<file path="config.mk">
export PLATFORM = sky130hd
export DESIGN_NAME = stream_patch_ctrl
export DESIGN_NICKNAME = d
export VERILOG_FILES = /design/src/rtl/stream_patch_ctrl.sv
export SDC_FILE = /design/constraint.sdc
export NUM_CORES = 1
export LEC_CHECK = 0
export ABC_CLOCK_PERIOD_IN_PS = 6200
export BUFFER_PORTS_ARGS = -buffer_cell sky130_fd_sc_hd__buf_2
export CAP_MARGIN = 40
export CORE_UTILIZATION = 45
export CTS_BUF_LIST = sky130_fd_sc_hd__clkbuf_16
export DETAILED_ROUTE_END_ITERATION = 16
export PLACE_DENSITY = 0.65
export SLEW_MARGIN = 10
export SYNTH_ARGS = -nofsm -noshare
export SYNTH_HDL_FRONTEND = slang
export SYNTH_SLANG_ARGS = --single-unit
</file>
<file path="constraint.sdc">
create_clock -name clock -period 6.2 [get_ports clock]
set_input_delay 1.24 -clock clock [delete_from_list [all_inputs] [get_ports clock]]
set_output_delay 1.24 -clock clock [all_outputs]
set_load 0.1 [all_outputs]
</file>
<file path="src/rtl/stream_patch_ctrl.sv">
// rtl/stream_patch_ctrl.sv - raster sequencer feeding stream_patch with pixel, blanking and flush slots
// Define STREAM_PATCH_CTRL_STATS_EN to add the saturating stall_cnt output.
module stream_patch_ctrl #(
  parameter int BIT_WIDTH    = 8,
  parameter int IMAGE_HEIGHT = 480,
  parameter int IMAGE_WIDTH  = 640,
  parameter int FRAME_HEIGHT = 525,
  parameter int FRAME_WIDTH  = 800,
  parameter int PATCH_HEIGHT = 3,
  parameter int PATCH_WIDTH  = 3,
  parameter int CENTER_V     = PATCH_HEIGHT / 2,
  parameter int CENTER_H     = PATCH_WIDTH / 2,
  parameter int LEVEL        = 0,
  parameter int FLUSH_LEN    = ((PATCH_HEIGHT-1-CENTER_V)*FRAME_WIDTH + (PATCH_WIDTH-1-CENTER_H) + 1) * (1 << LEVEL),
  localparam int V_BITW      = 9,
  localparam int H_BITW      = 10
) (
  input  logic                 clock,
  input  logic                 rst,
  input  logic                 start,
  input  logic                 stop,
  input  logic [7:0]           in_frames,
  input  logic                 src_valid,
  input  logic [BIT_WIDTH-1:0] src_pixel,
  output logic                 src_ready,
  input  logic                 dst_ready,
  output logic [BIT_WIDTH-1:0] pat_pixel,
  output logic [V_BITW-1:0]    pat_vcnt,
  output logic [H_BITW-1:0]    pat_hcnt,
  output logic                 pat_enable,
  output logic                 busy,
  output logic                 frame_start,
  output logic                 done
`ifdef STREAM_PATCH_CTRL_STATS_EN
  ,
  output logic [15:0]          stall_cnt
`endif
);

  // Raster counters are sized for the full frame; the ports carry the low bits, which are exact on active lines.
  localparam int VC_W = ($clog2(FRAME_HEIGHT) > V_BITW) ? $clog2(FRAME_HEIGHT) : V_BITW;
  localparam int HC_W = ($clog2(FRAME_WIDTH) > H_BITW) ? $clog2(FRAME_WIDTH) : H_BITW;
  localparam int FL_W = $clog2(FLUSH_LEN + 1);

  localparam logic [VC_W-1:0] V_ACT   = VC_W'(IMAGE_HEIGHT);
  localparam logic [VC_W-1:0] V_LAST  = VC_W'(FRAME_HEIGHT - 1);
  localparam logic [HC_W-1:0] H_ACT   = HC_W'(IMAGE_WIDTH);
  localparam logic [HC_W-1:0] H_LAST  = HC_W'(FRAME_WIDTH - 1);
  localparam logic [FL_W-1:0] FL_LAST = FL_W'(FLUSH_LEN);

  typedef enum logic [1:0] {IDLE, RUN, FLUSH} state_t;

  state_t          state, state_nx;
  logic [VC_W-1:0] v, v_nx;
  logic [HC_W-1:0] h, h_nx;
  logic [7:0]      frames_left, frames_left_nx;
  logic            finite, finite_nx;
  logic            stop_pend, stop_pend_nx;
  logic [FL_W-1:0] flush_cnt, flush_cnt_nx;
  logic            done_nx;
  logic            active, fire, line_end, frame_end, flush_last;

  assign active     = (v < V_ACT) && (h < H_ACT);
  assign line_end   = (h == H_LAST);
  assign frame_end  = line_end && (v == V_LAST);
  assign flush_last = (flush_cnt == FL_LAST);
  assign src_ready  = (state == RUN) && active && dst_ready;
  assign busy       = (state != IDLE);

  // Once all flush slots are out, FLUSH spends one idle cycle raising done.
  always_comb begin
    fire = 1'b0;
    case (state)
      RUN:     fire = dst_ready && (!active || src_valid);
      FLUSH:   fire = dst_ready && !flush_last;
      default: fire = 1'b0;
    endcase
  end

  always_comb begin
    state_nx       = state;
    v_nx           = v;
    h_nx           = h;
    frames_left_nx = frames_left;
    finite_nx      = finite;
    stop_pend_nx   = stop_pend;
    flush_cnt_nx   = flush_cnt;
    done_nx        = 1'b0;

    if (fire) begin
      if (line_end) begin
        h_nx = '0;
        v_nx = (v == V_LAST) ? '0 : v + 1'b1;
      end else begin
        h_nx = h + 1'b1;
      end
    end

    case (state)
      IDLE: begin
        if (start) begin
          state_nx       = RUN;
          frames_left_nx = in_frames;
          finite_nx      = (in_frames != 8'd0);
          stop_pend_nx   = 1'b0;
          v_nx           = '0;
          h_nx           = '0;
        end
      end
      RUN: begin
        if (stop) stop_pend_nx = 1'b1;
        if (fire && frame_end) begin
          if (finite) frames_left_nx = frames_left - 1'b1;
          if ((finite && frames_left == 8'd1) || stop_pend) begin
            state_nx     = FLUSH;
            flush_cnt_nx = '0;
          end
        end
      end
      FLUSH: begin
        if (fire) flush_cnt_nx = flush_cnt + 1'b1;
        if (flush_last) begin
          state_nx = IDLE;
          done_nx  = 1'b1;
          v_nx     = '0;
          h_nx     = '0;
        end
      end
      default: state_nx = IDLE;
    endcase
  end

  always_ff @(posedge clock) begin
    if (rst) begin
      state       <= IDLE;
      v           <= '0;
      h           <= '0;
      frames_left <= '0;
      finite      <= 1'b0;
      stop_pend   <= 1'b0;
      flush_cnt   <= '0;
      done        <= 1'b0;
    end else begin
      state       <= state_nx;
      v           <= v_nx;
      h           <= h_nx;
      frames_left <= frames_left_nx;
      finite      <= finite_nx;
      stop_pend   <= stop_pend_nx;
      flush_cnt   <= flush_cnt_nx;
      done        <= done_nx;
    end
  end

  // Slot outputs hold their last value across stalls; only pat_enable marks a new slot.
  always_ff @(posedge clock) begin
    if (rst) begin
      pat_enable  <= 1'b0;
      pat_pixel   <= '0;
      pat_vcnt    <= '0;
      pat_hcnt    <= '0;
      frame_start <= 1'b0;
    end else begin
      pat_enable  <= fire;
      frame_start <= fire && (state == RUN) && (v == '0) && (h == '0);
      if (fire) begin
        pat_pixel <= ((state == RUN) && active) ? src_pixel : '0;
        pat_vcnt  <= v[V_BITW-1:0];
        pat_hcnt  <= h[H_BITW-1:0];
      end
    end
  end

`ifdef STREAM_PATCH_CTRL_STATS_EN
  always_ff @(posedge clock) begin
    if (rst) begin
      stall_cnt <= '0;
    end else if ((state == IDLE) && start) begin
      stall_cnt <= '0;
    end else if (((state == RUN) || ((state == FLUSH) && !flush_last)) && !fire
                 && (stall_cnt != 16'hFFFF)) begin
      stall_cnt <= stall_cnt + 1'b1;
    end
  end
`endif

endmodule

</file>
==> impl_metrics.py <==
metrics = {
    "status": {
        "outcome": "finished, final reports clean",
    },
    "hold_path": {
        "min_path_cells": 2,
        "min_path_type": "flip-flop to flip-flop",
    },
    "global_routing": {
        "grt_overflow": 0,
        "grt_max_degree": 49,
        "grt_first_pass_wirelength_mm": 15.6,
        "grt_usage": 0.224,
        "grt_pass1_vias": 3084,
        "antenna_found_initial": 0,
    },
    "timing": {
        "post-route-period-util": 0.567,
        "grt_setup_unrepaired": "false",
        "period_minus_slack_ps": 3510,
        "tns_ps": 0,
        "tightest_slew_ps": 787,
        "postLayoutSetupSlackWorst_ps": 2690,
        "fmax_mhz": 285,
        "final-max-slew-violation-count": 0,
        "slew_headroom": 0.470,
        "hold-worst-slack_ps": 447,
        "hold_viol_final": 0,
        "clock_skew_ps": 8.45,
        "setup_viol": 0,
    },
    "routing": {
        "detail-route-antenna-nets": 0,
        "drt_pre_antenna_iters": 4,
        "vias": 3511,
        "wl_per_cell_um": 15.0,
        "routed.top_layer": "met4",
        "dr_wl_met3_um": 293,
        "drc_errors": 0,
        "drtIter0Drc": 218,
        "drt-met1-wl_mm": 4.52,
        "dr_wl_met2_mm": 4.28,
        "via_per_inst": 5.67,
        "detail_route.wirelength_mm": 9.26,
    },
    "placement": {
        "port_buffers": 53,
        "gp_congestion": 0.886,
        "placed_area_mm2": 0.00415,
        "dp_cells": 602,
        "post-dp-hpwl_mm": 6.36,
        "post-place-ws_ps": 2720,
    },
    "worst_setup_path": {
        "critPathMaxFanout": 27,
        "worstPathRequired_ps": 4960,
        "end_kind": "primary output",
        "cp-start-kind": "flip-flop",
        "cp.arrival_ps": 2270,
        "reg2regPathDepth": 7,
        "critPathKind": "flip-flop to primary output",
    },
    "final_layout": {
        "final_cell_area_mm2": 0.00450,
        "fin_cells": 619,
        "fill_cells": 775,
        "antenna_cells": 0,
        "syn2layout_area_growth_pct": 17.5,
        "drive_above_1_share": 0.165,
        "finish.utilization": 0.547,
        "final_nets": 542,
    },
    "floorplanning": {
        "ios": 54,
        "dieArea_mm2": 0.00888,
        "die_w_um": 94.2,
        "die_height_um": 94.2,
        "initial_core_util": 0.466,
        "core-area_mm2": 0.00822,
        "row_count": 33,
    },
    "synthesis": {
        "async_reset_ff_frac": 0,
        "synth_cell_type_count": 52,
        "ys.flop_type": "dfxtp_1",
        "synth_top_family_by_area": "simple AND/OR/NAND/NOR gates",
        "synth_top_cell_by_area": "dfxtp_1",
        "synthXorXnorAreaFrac": 0.0343,
        "synth.area.mux_share": 0.0314,
        "synth-simple-area-share": 0.286,
        "synth.avg_cell_area_um2": 8.18,
        "synth_edf_count": 0,
        "synth_top_area_share": 0.376,
        "netlist_instances": 468,
        "syn_nets": 501,
        "ys_warn_count": 0,
        "yosys_register_bits": 72,
        "synthAdderAreaFrac": 0.0359,
        "netlist_area_mm2": 0.00383,
        "synth_area_leaders": "dfxtp_1, nand2_1, a21oi_1",
        "synth_compound_area_frac": 0.187,
        "yosysSeqAreaShare": 0.376,
    },
    "flow_run": {
        "max_cap_violations": 0,
    },
    "pwr": {
        "vdd_drop_max_mv": 0.156,
        "combPwrFrac": 0.248,
        "fin_total_pwr_mw": 1.42,
        "internal-power_mw": 0.953,
        "power.switching_mw": 0.470,
        "p_seq_frac": 0.362,
        "clkPwrFrac": 0.390,
        "cellLeakagePower_nw": 1.69,
        "sw_frac_of_total": 0.330,
        "powerDensity_mw_per_mm2": 316,
    },
    "cts": {
        "clockBufferDepth": 2,
        "clk_latency_ps": 330,
        "post_cts_buffers": 0,
        "cts.sinks": 72,
        "clk_pin_slew_ps": 60,
        "cts_tree": "done",
        "ctsHoldBuffers": 0,
        "clock-root-buffer": "clkbuf_16",
        "cts_max_level": 3,
        "cts_inserted_buffers": 9,
        "cts_resized": 0,
    },
}
[placed cells by master (no fill, tap or decap), drive strengths merged, types with 3 or more instances in the layout]
master  netlist  layout
nor2b         6       6
o31ai         9       9
clkbuf       18       9
a311o         6       6
a21oi        48      48
nand2b        6       6
and4          3       3
nor2         21      21
nand4b        3       3
ha           11      11
nor4         10      10
xnor2         5       5
o21ai        12      12
and2          7       7
nand4        16      16
mux2i        12      12
nor3         10      10
inv          14      16
buf          11      59
o211ai       12      12
a31oi         4       4
nor4b         6       6
and3         14      14
xor2         10      10
nand2        70      70
dfxtp        72      72
nand3        29      29
[worst paths after layout]
path / startpoint / end / slack [ps]
worst max register to register: state[0] / state[0] / 3350
worst max-delay path: state[1] / src_ready / 2690
worst min-delay path: pat_pixel[0] / pat_pixel[0] / 450
worst min register to register: pat_pixel[0] / pat_pixel[0] / 450
[per-layer routing]
layer,vias to the layer above,track usage
li1,1785,-
met1,1641,0.312
met2,70,0.346
met3,15,0.0340
met4,0,0.0821
met5,-,0
[power groups by stage]
stage / logic (mW) / registers (mW) / clock network (mW)
6_report: 0.353 / 0.515 / 0.556
5_1_grt: 0.388 / 0.518 / 0.586
4_1_cts: 0.349 / 0.514 / 0.565
3_5_place_dp: 0.346 / 0.523 / 0
3_3_place_gp: 0.332 / 0.523 / 0
2_1_floorplan: 0.262 / 0.528 / 0
[synth_stat cells, types with 9 or more instances]
cell,number
nand3_1,28
xor2_1,10
nor2_1,21
a21oi_1,48
mux2i_1,12
inv_1,13
clkbuf_1,18
and3_1,14
buf_2,9
nor4_1,9
nand2_1,70
o211ai_1,12
o21ai_0,12
dfxtp_1,72
nand4_1,16
ha_1,11
nor3_1,10
[final cells by class]
| type | count | area (µm²) | share of cell area |
|---|---|---|---|
| timing repair buffer | 59 | 353 | 0.0785 |
| sequential | 72 | 1440 | 0.321 |
| clock inverter | 7 | 93.8 | 0.0209 |
| inverter | 14 | 52.6 | 0.0117 |
| multi-input combinational | 353 | 2200 | 0.489 |
| clock buffer | 9 | 225 | 0.0501 |
| tap | 105 | 131 | 0.0292 |
[registers in the layout, summed over array words and instances, names as in the netlist]
signal and cells:
done 1, finite 1, flush_cnt 10, frame_start 1, frames_left 8, h 10
pat_enable 1, pat_hcnt 10, pat_pixel 8, pat_vcnt 9, state 2, stop_pend 1
v 10
[logic make-up after synthesis]
| family | after synthesis |
|---|---|
| and+or+nand+nor | 207 |
| AOI/OAI and AO/OA | 108 |
| DFF | 72 |
| buffers and inverters | 43 |
| xor gates and xnor gates | 15 |
| muxes | 12 |
| adders and majority gates | 11 |
[worst max-delay path: stages (launching register included)]
cell and delay [ps]:
dfxtp_1 310, inv_1 80, ha_1 140, buf_4 280
inv_2 220, nor3_1 280, and2_1 190, buf_2 430
(Power assumes the default switching activity.)
